`src/rtl/alu4_seq_ctrl.sv`:
```
// Generic synchronous FIFO with count-based full/empty tracking.
// Latency: a pushed entry is visible at the head one cycle after the push edge.
// Backpressure: in_rdy = !full (no push-through-pop when full); out_vld = !empty.
module fifo #(
  parameter int DEPTH = 4,
  parameter int W     = 8
) (
  input  logic         clk,
  input  logic         rst_n,
  input  logic         in_vld,
  output logic         in_rdy,
  input  logic [W-1:0] in_dat,
  output logic         out_vld,
  input  logic         out_rdy,
  output logic [W-1:0] out_dat
);

  localparam int AW = (DEPTH > 1) ? $clog2(DEPTH) : 1;
  localparam int CW = $clog2(DEPTH + 1);

  logic [W-1:0]  mem [DEPTH];
  logic [AW-1:0] wr_ptr;
  logic [AW-1:0] rd_ptr;
  logic [CW-1:0] count;
  logic          push;
  logic          pop;
  logic          full;
  logic          empty;

  assign full    = (count == CW'(DEPTH));
  assign empty   = (count == '0);
  assign in_rdy  = !full;
  assign out_vld = !empty;
  assign out_dat = mem[rd_ptr];
  assign push    = in_vld && !full;
  assign pop     = out_rdy && !empty;

  always_ff @(posedge clk) begin
    if (push) begin
      mem[wr_ptr] <= in_dat;
    end
  end

  always_ff @(posedge clk or negedge rst_n) begin
    if (!rst_n) begin
      wr_ptr <= '0;
      rd_ptr <= '0;
      count  <= '0;
    end else begin
      if (push) begin
        wr_ptr <= (wr_ptr == AW'(DEPTH - 1)) ? '0 : wr_ptr + AW'(1);
      end
      if (pop) begin
        rd_ptr <= (rd_ptr == AW'(DEPTH - 1)) ? '0 : rd_ptr + AW'(1);
      end
      case ({push, pop})
        2'b10:   count <= count + CW'(1);
        2'b01:   count <= count - CW'(1);
        default: count <= count;
      endcase
    end
  end

endmodule

// Sequencer feeding an external 4-bit ALU from a command FIFO, with accumulator writeback.
// Latency: push at edge N -> ISSUE in cycle N+1 -> res_valid after edge N+2 (1 cmd / 3 cycles peak).
// Backpressure: cmd_ready = !fifo_full; RESP holds results until res_ready, stalling further issue.
module alu4_seq_ctrl #(
  parameter int FIFO_DEPTH = 4
) (
  input  logic       clk,
  input  logic       rst_n,
  input  logic       cmd_valid,
  output logic       cmd_ready,
  input  logic [3:0] cmd_op,
  input  logic [3:0] cmd_imm,
  input  logic       cmd_wb,
  input  logic       acc_clr,
  output logic [3:0] alu_a,
  output logic [3:0] alu_b,
  output logic [3:0] alu_op,
  input  logic [3:0] alu_out,
  input  logic       alu_z,
  input  logic       alu_c,
  output logic       res_valid,
  input  logic       res_ready,
  output logic [3:0] res_data,
  output logic       res_z,
  output logic       res_c,
  output logic [3:0] acc,
  output logic       busy
);

  typedef struct packed {
    logic [3:0] op;
    logic [3:0] imm;
    logic       wb;
  } cmd_t;

  typedef enum logic [1:0] {
    IDLE  = 2'd0,
    ISSUE = 2'd1,
    RESP  = 2'd2
  } state_t;

  state_t state;
  cmd_t   fifo_in;
  cmd_t   fifo_head;
  logic   fifo_vld;
  logic   fifo_pop;
  logic   wb_q;

  assign fifo_in  = cmd_t'{op: cmd_op, imm: cmd_imm, wb: cmd_wb};
  assign fifo_pop = (state == IDLE) && fifo_vld;
  assign busy     = (state != IDLE) || fifo_vld;

  fifo #(
    .DEPTH (FIFO_DEPTH),
    .W     ($bits(cmd_t))
  ) u_cmd_fifo (
    .clk     (clk),
    .rst_n   (rst_n),
    .in_vld  (cmd_valid),
    .in_rdy  (cmd_ready),
    .in_dat  (fifo_in),
    .out_vld (fifo_vld),
    .out_rdy (fifo_pop),
    .out_dat (fifo_head)
  );

  // ALU operand registers only load on the pop edge, so they hold outside ISSUE.
  // alu_a takes the post-clear accumulator value so ISSUE always sees the live acc.
  always_ff @(posedge clk or negedge rst_n) begin
    if (!rst_n) begin
      state     <= IDLE;
      alu_a     <= '0;
      alu_b     <= '0;
      alu_op    <= '0;
      wb_q      <= 1'b0;
      res_valid <= 1'b0;
      res_data  <= '0;
      res_z     <= 1'b0;
      res_c     <= 1'b0;
    end else begin
      case (state)
        IDLE: begin
          if (fifo_vld) begin
            state  <= ISSUE;
            alu_a  <= acc_clr ? 4'd0 : acc;
            alu_b  <= fifo_head.imm;
            alu_op <= fifo_head.op;
            wb_q   <= fifo_head.wb;
          end
        end
        ISSUE: begin
          state     <= RESP;
          res_data  <= alu_out;
          res_z     <= alu_z;
          res_c     <= alu_c;
          res_valid <= 1'b1;
        end
        RESP: begin
          if (res_ready) begin
            state     <= IDLE;
            res_valid <= 1'b0;
          end
        end
        default: begin
          state     <= IDLE;
          res_valid <= 1'b0;
        end
      endcase
    end
  end

  // Clear has priority over a coinciding writeback.
  always_ff @(posedge clk or negedge rst_n) begin
    if (!rst_n) begin
      acc <= '0;
    end else if (acc_clr) begin
      acc <= '0;
    end else if ((state == ISSUE) && wb_q) begin
      acc <= alu_out;
    end
  end

endmodule
```
`config.mk`:
```
export PLATFORM = sky130hd
export DESIGN_NAME = alu4_seq_ctrl
export DESIGN_NICKNAME = d
export VERILOG_FILES = /design/src/rtl/alu4_seq_ctrl.sv
export SDC_FILE = /design/constraint.sdc
export NUM_CORES = 1
export LEC_CHECK = 0
export CAP_MARGIN = 20
export CORE_MARGIN = 10
export CORE_UTILIZATION = 59
export CTS_BUF_LIST = sky130_fd_sc_hd__clkbuf_4
export DETAILED_ROUTE_END_ITERATION = 8
export GPL_ROUTABILITY_DRIVEN = 0
export PLACE_DENSITY = 0.92
export SETUP_SLACK_MARGIN = 0.4
export SYNTH_ARGS = -nofsm -noshare
export SYNTH_HDL_FRONTEND = slang
export SYNTH_HIERARCHICAL = 1
export SYNTH_SLANG_ARGS = --single-unit
```
`constraint.sdc`:
```
create_clock -name clk -period 6.9 [get_ports clk]
set_clock_uncertainty 0.05 [all_clocks]
set_input_delay 1.38 -clock clk [delete_from_list [all_inputs] [get_ports clk]]
set_output_delay 1.38 -clock clk [all_outputs]
set_load 0.05 [all_outputs]
```
# Word-level counts from Yosys, hierarchy flattened
# Memory sizes are Yosys's and may differ from the RTL's. A register that Yosys moved wholly into a read port is not among the register bits.
# Cells that the tools add are included.
[totals]
ff_bits = 24
mem_bits_rw = 36
inputBits = 20
out_inout_bits = 25
elab_cells = 55
mem_count = 1
[op_classes]
add_sub_neg = 4
eq_ne = 9
mux = 13
n_bitwise = 2
n_reduce_logical = 16
[mem_list]
columns = ["name", "words", "word_bits", "rd", "rd_ports_with_merged_regs", "write_ports", "line", "rtl"]
rows = [
  ["u_cmd_fifo.mem", 4, 9, 1, 1, 1, "21", "logic [W-1:0] mem [DEPTH];"],
]
[ops]
columns = ["operator", "count"]
rows = [
  ["$mux 4", 3],
  ["$eq 2x2->1 const B", 4],
  ["$mux 2", 4],
  ["$pmux 2 s3", 1],
  ["$pmux 3 s2", 1],
  ["$reduce_and 2->1", 3],
  ["$reduce_bool 2->1", 3],
  ["$add 2x1->2 const B", 2],
  ["$eq 2x1->1 const B", 2],
  ["$logic_and 1x1->1", 4],
  ["$ne 2x2->1 const B", 2],
  ["$add 3x1->3 const B", 1],
  ["$eq 3x3->1 const B", 1],
  ["$logic_not 1->1", 3],
  ["$logic_not 3->1", 1],
  ["$mux 1", 3],
  ["$pmux 1 s3", 1],
  ["$sub 3x1->3 const B", 1],
  ["$logic_not 2->1", 1],
  ["$not 1->1", 2],
  ["$logic_or 1x1->1", 1],
]

# Longest topological paths before layout
# Gate-level depths: netlist of the first run.
[depth]
word_depth = 6
ltp_mapped = 11
ltp_nobuf = 10

# By module
# Netlist of the first run, hierarchy kept.
[modules_own_cells]
columns = ["mod", "n_inst", "cells_each", "area_per_inst_um2", "seq_area_each_um2"]
rows = [
  ["fifo", 1, 87, 1755.4, 1256.2],
  ["alu4_seq_ctrl", 1, 70, 1112.3, 650.6],
]

# Least setup slack after synthesis of the first run
# No wires, ideal clock.
[synth_path]
path_type = "reg-to-output"
start = "register u_cmd_fifo.count[0]"
end = "output port busy"
arrival_ns = 1.367
t_required_ns = 5.470
setup_slack_ns = 4.103
path_stages_with_launch = 3
n_path_buf = 0
path_cell_list = "dfrtp_1 > or3_1 > or3_2"
[synth_between]
elab_chain_cells = 3
[synth_lines]
columns = ["item", "line", "rtl"]
rows = [
  ["from (decl)", "24", "logic [CW-1:0] count;"],
  ["from (signal assigned)", "57", "2'b10: count <= count + CW'(1);"],
  ["from (signal assigned)", "58", "2'b01: count <= count - CW'(1);"],
  ["from (signal assigned)", "59", "default: count <= count;"],
  ["$logic_not 3->1", "31", "assign empty = (count == '0);"],
  ["$logic_not 1->1", "33", "assign out_vld = !empty;"],
  ["via fifo_vld", "110", "logic fifo_vld;"],
  ["$logic_or 1x1->1", "116", "assign busy = (state != IDLE) || fifo_vld;"],
  ["to (decl)", "92", "output logic busy"],
]
# The timed path passes the listed nets, and every way through them passes these cells.

# Worst setup path in the final report of the first run
# Same ends and word-level chain as after synthesis.

==> results.ini, run 1 <==
[outcome]
status = finished clean

[layout]
drive_gt1_frac = 0.255
syn_to_final_growth_pct = 23.6
layout_commonest_cell = clkdlybuf4s50_1
final_area_mm2 = 0.00354
nets = 234
final_cell_mix = 44 x clkdlybuf4s50_1, 36 x edfxtp_1, 33 x dfrtp_1, 13 x mux2_4, 12 x mux2_2
antenna-diode-count = 0
fill_cells = 270

[timing]
fmax_mhz = 262
slew_viol_final = 0
tightestPinTransition_ns = 0.917
slew_headroom = 0.388
finalCritPeriodShare = 0.552
setup_violations = 0
rsz0062_at_grt = no
finalHoldViolCount = 0
fin_crit_ns = 3.81
finalSetupTns_ns = 0

[floorplanning]
io_pins = 45
die_height_um = 89.7
die_x_um = 89.7
start_util = 0.607
fp.dieArea_mm2 = 0.00805
fp.coreArea_mm2 = 0.00472
rows = 25

[setup_path]
critPathKind = reg -> out
critPathBufInv = 1
crit_path_start_kind = flip-flop
cpMaxStageDelayCell = clkdlybuf4s50_1
worstReg2RegStart = u_cmd_fifo/count[0]
crit_required_ns = 5.47
slowest_delay_ns = 0.72
end_kind = output port
worstPathMaxFanout = 4
critPathLaunch = u_cmd_fifo/count[0]
rrSetupSlack_ns = 3.99
arrival_ns = 2.38
crit_family = simple AND/OR/NAND/NOR gates
path_cells = or3_1 -> or3_2 -> clkdlybuf4s50_1

[synthesis]
synth_area_per_cell_um2 = 18.3
ys_ff_latch = 69
synth_async_sr_flop_share = 0.478
synth_area_mm2 = 0.00287
synth_ff_type = edfxtp_1
synth.yosys.seq_area_share = 0.665
netlist_instances = 157
synth_nets = 184
synth_cell_types = 30
synth_warnings = 6
synth_edf_count = 36

[clock_network]
cts_setup_buffers = 0
cts_tree = done
cts.sinks = 69
clk_latency_ns = 0.38
cts_hold_buf = 0
h-tree-depth = 3
cts_buffers = 9
cts-root-buf = clkbuf_4
clockBufferDepth = 2
cts.reportedPaths.clkPinSlew_ns = 0.10
post_cts_resized = 0

[drt]
drc = 0
drt_iter0_drc = 106
vias = 1465
drtPass1Iterations = 5
viasPerCell = 5.25
wirelength_um = 5450
routedWlPerCell_um = 19.5
antenna_left = 0

[grt]
antenna_found_initial = 0
grtUsageMet1 = 0.144
gr-usage-met2 = 0.268
grt_pass1_wl_um = 8900
grt_max_degree = 34
grt_pass1_vias = 1712
use_met3 = 0.0324
gr-max-usage-layer = met2
gr-usage-all-layers = 0.141
overflow = 0

[power_and_ir_drop]
p_int_uw = 1150
p_leak_uw = 0.00142
p_per_area_mw_per_mm2 = 507
swShare = 0.363
peakVddDrop_uv = 313
p_comb_frac = 0.431
clockPowerShare = 0.197
power_frac_seq = 0.372
net-switching-power_uw = 653

[place]
port_buffers = 44
hpwlAfterDp_um = 4060
placedInstanceArea_mm2 = 0.00334

[flow_run]
drv_cap = 0

[worst_hold_path]
hold_path.class = reg -> reg
min_from = res_valid

[worst paths after layout]
check	endpoint	depth (start not counted)
setup / recovery	busy	3
hold / removal	res_valid	1
setup reg to reg	u_cmd_fifo/count[2]	10
hold reg to reg	res_valid	1
max in group asynchronous	u_cmd_fifo/wr_ptr[0]	2
min in group asynchronous	alu_a[0]	2
[area by class of cell]
cell class              instances  area [um2]  share of cell area
clock buffers                   9        67.6              0.0191
clock inverters                 7         138              0.0388
inverters                       7        26.3             0.00741
multi-input cells              75         875               0.247
flip-flops and latches         69        1910               0.538
well taps                      67        83.8              0.0236
repair buffers                 45         448               0.126
[power groups by stage]
stage / sequential [uW] / clock [uW] / combinational (uW)
2_1_floorplan: 826 / 0 / 427
3_3_place_gp: 664 / 0 / 745
3_5_place_dp: 681 / 0 / 782
4_1_cts: 671 / 359 / 786
5_1_grt: 689 / 377 / 822
6_report: 669 / 354 / 775
[state kept, by name, summed over array words and instances (netlist names)]
register	flops
u_cmd_fifo/wr_ptr	2
res_c	1
res_data	4
alu_a	4
alu_op	4
u_cmd_fifo/mem	36
res_valid	1
acc	4
alu_b	4
u_cmd_fifo/rd_ptr	2
state	2
res_z	1
u_cmd_fifo/count	3
wb_q	1
[cell families (layout without fill, tap and decap cells)]
logic type / after synthesis / after routing / share of synthesized area
muxes: 37 / 37 / 0.196
buffers and inverters: 13 / 68 / 0.0301
AOI/OAI and AO/OA: 2 / 2 / 0.00436
xor gates and xnor gates: 3 / 3 / 0.00916
and+or+nand+nor: 26 / 26 / 0.0620
adders and majority gates: 7 / 7 / 0.0332
DFF: 69 / 69 / 0.665
[metal layers]
layer,share of wire,up-vias
met5,0,-
met4,0.0097,0
met3,0.025,4
met2,0.59,23
met1,0.38,760
li1,-,678
[Yosys cell counts, drive strengths merged (2+ instances only)]
cell type,number,area share
inv,7,0.0092
mux4,9,0.071
and3,4,0.0087
nand2b,3,0.0065
nand2,3,0.0065
mux2i,3,0.010
buf,6,0.021
edfxtp,36,0.38
or3b,2,0.0061
nor2,3,0.0039
nor2b,6,0.013
nor3b,2,0.0092
mux2,25,0.12
ha,6,0.026
xor2,2,0.0061
or3,2,0.0048
dfrtp,33,0.29
[through the flow]
step	total power (uW)	util	instances	hold WS, ns	setup WS [ns]
2_1_floorplan	1250	-	157	0.398	4.10
3_3_place_gp	1410	0.707	263	0.416	3.52
3_5_place_dp	1460	0.707	263	0.420	3.50
4_1_cts	1820	0.750	279	0.442	3.06
6_report	1800	0.750	279	0.437	3.09
5_1_grt	1890	0.750	279	0.483	3.01
Note: power is estimated with default switching activity, not from simulation.
==> run 2, diff against run 1 <==
- CORE_UTILIZATION: 59 -> 50
- PLACE_DENSITY: 0.92 -> 0.83
- clock period: 6.9 -> 3.2 ns (I/O delays scaled with it)
==> run 2 against run 1 <==
Sequential share of layout area increased by 0.69 points; critical path type unchanged; critical path depth unchanged; largest power group unchanged; cell area decreased by 1.3%; power increased by 100%; register-to-register slack got worse by 3.0 ns; via count decreased by 0.55%; flip-flop and latch count unchanged; die area increased by 14%; global-route usage decreased by 2.7 points; clock power increased by 71%; count of clock-buffer cells in the layout increased by 1.
==> results.ini, run 2 (synthesis results as in run 1) <==
[setup_path]
r2r-end = u_cmd_fifo/count[2]  ; unchanged
critPathBufInv = 1  ; unchanged
slowest_delay_ns = 0.43  ; was 0.72 ns
critPathLaunch = u_cmd_fifo/count[0]  ; unchanged
worstReg2RegStart = u_cmd_fifo/count[0]  ; unchanged
worst-path-stages = 3  ; unchanged
crit_path_start_kind = flip-flop  ; unchanged
r2r_cells = 8  ; was 10
crit_family = simple AND/OR/NAND/NOR gates  ; unchanged
critPathKind = reg -> out  ; unchanged
path_cells = or3_1 -> or3_2 -> clkbuf_2  ; was or3_1 -> or3_2 -> clkdlybuf4s50_1
arrival_ns = 1.93  ; was 2.38 ns
cpMaxStageDelayCell = dfrtp_1  ; was clkdlybuf4s50_1
crit_required_ns = 2.51  ; was 5.47 ns
end_kind = output port  ; unchanged
rrSetupSlack_ns = 0.96  ; was 3.99 ns
worstPathMaxFanout = 4  ; unchanged

[layout]
antenna-diode-count = 0  ; unchanged
nets = 235  ; was 234
final_cell_mix = 42 x clkdlybuf4s50_1, 36 x edfxtp_1, 33 x dfrtp_1, 13 x mux2_4, 12 x mux2_2  ; was 44 x clkdlybuf4s50_1, 36 x edfxtp_1, 33 x dfrtp_1, 13 x mux2_4, 12 x mux2_2
final_util = 0.632  ; was 0.750
drive_gt1_frac = 0.258  ; was 0.255
regMostFlops = u_cmd_fifo/mem  ; unchanged
largest_reg_flops = 36  ; unchanged
layout_commonest_cell = clkdlybuf4s50_1  ; unchanged
syn_to_final_growth_pct = 22.0  ; was 23.6%
final-instance-count-excl-fill = 285  ; was 279

[grt]
overflow = 0  ; unchanged
antenna_found_initial = 0  ; unchanged
gr-usage-met2 = 0.177  ; was 0.268
grtUsageMet1 = 0.135  ; was 0.144
grt_pass1_wl_um = 7790  ; was 8900 um
gr-usage-all-layers = 0.114  ; was 0.141
gr-max-usage-layer = met2  ; unchanged
use_met3 = 0.0366  ; was 0.0324
grt_pass1_vias = 1523  ; was 1712
grt_max_degree = 34  ; unchanged

[drt]
drc = 0  ; unchanged
drtPass1Iterations = 4  ; was 5
wirelength_um = 4850  ; was 5450 um
antenna_left = 0  ; unchanged
vias = 1457  ; was 1465
viasPerCell = 5.11  ; was 5.25
drt_iter0_drc = 43  ; was 106
routedWlPerCell_um = 17.0  ; was 19.5 um

[timing]
finalHoldViolCount = 0  ; unchanged
fin_crit_ns = 2.62
fmax_mhz = 382
slew_viol_final = 0  ; unchanged
finalSetupTns_ns = 0  ; unchanged
whs_ns = 0.463  ; was 0.437 ns
rsz0062_at_grt = no  ; unchanged
setup_violations = 0  ; unchanged
slew_headroom = 0.555  ; was 0.388
finalCritPeriodShare = 0.818
setup_ws_ns = 0.581  ; was 3.09 ns
tightestPinTransition_ns = 0.667  ; was 0.917 ns

[floorplanning]
start_util = 0.518  ; was 0.607
fp.dieArea_mm2 = 0.00917  ; was 0.00805 mm2
io_pins = 45  ; unchanged
rows = 27  ; was 25
die_x_um = 95.7  ; was 89.7 um
die_height_um = 95.7  ; was 89.7 um
fp.coreArea_mm2 = 0.00554  ; was 0.00472 mm2

[worst_hold_path]
min_from = res_data[2]  ; was res_valid
hold_path.class = reg -> reg  ; unchanged
whs_path_depth = 1  ; unchanged
worstHoldEndpoint = res_data[2]  ; was res_valid

[clock_network]
cts.sinks = 69  ; unchanged
cts_hold_buf = 0  ; unchanged
cts_buffers = 9  ; unchanged
h-tree-depth = 3  ; unchanged
cts.reportedPaths.clkPinSlew_ns = 0.11  ; was 0.10 ns
cts_tree = done  ; unchanged
clockBufferDepth = 2  ; unchanged
clk_latency_ns = 0.40  ; was 0.38 ns
cts-root-buf = clkbuf_4  ; unchanged

[power_and_ir_drop]
p_per_area_mw_per_mm2 = 1050  ; was 507 mW/mm2
peakVddDrop_uv = 588  ; was 313 uV
p_leak_uw = 0.00140  ; was 0.00142 uW

[flow_run]
drv_cap = 0  ; unchanged

[place]
place_inst = 268  ; was 263
hpwlAfterDp_um = 3460  ; was 4060 um
pre_cts_ws_ns = 0.343  ; was 3.50 ns
port_buffers = 44  ; unchanged

[outcome]
status = finished clean  ; unchanged

==> run 2: cell types whose count changed in the layout (fill, tap and decap cells not counted) <==
cell / change
bufinv_16: -2
clkdlybuf4s50_1: -2
buf_4: +1
clkbuf_2: +1
clkbuf_4: +1
clkinv_1: +1
clkinv_2: +1
clkinv_4: -1
dlygate4sd2_1: +1
==> run 2: how the worst max path moves through the flow <==
stage	slack, ns	to
floorplan	0.98	u_cmd_fifo/count[2]
global placement	0.43	u_cmd_fifo/count[2]
detailed placement	0.34	u_cmd_fifo/count[2]
CTS	0.35	busy
global route	0.48	busy
finish	0.58	busy
==> run 2: final cells by class <==
type	instances	area [um2]
Tap cell	72	90.1
Inverter	7	26.3
Clock inverter	6	77.6
Timing Repair Buffer	46	449
Fill cell	421	2040
Clock buffer	10	75.1
Multi-Input combinational cell	75	875
Sequential cell	69	1910
==> run 2: what timing repair did <==
item / 4_1_cts / 5_1_grt
setup endpoints to repair: 3 / 1
gates resized for setup: 2 / 2
setup buffers: 1 / 0
==> run 2: layer usage <==
layer,part of all wire,routed length (um)
met1,0.41,1980
met3,0.062,301
met5,0,0
met2,0.51,2450
met4,0.025,119
==> run 2: power by group <==
group / switching [uW] / internal (uW)
logic: 868 / 768
clock network: 288 / 318
registers: 209 / 1230
total: 1360 / 2310
==> run 2: metrics by stage <==
stage	total power, uW	cell area, um2
2_1_floorplan	2700	2870
6_report	3680	3500
4_1_cts	3730	3500
3_3_place_gp	3060	3350
3_5_place_dp	3110	3350
5_1_grt	3880	3500
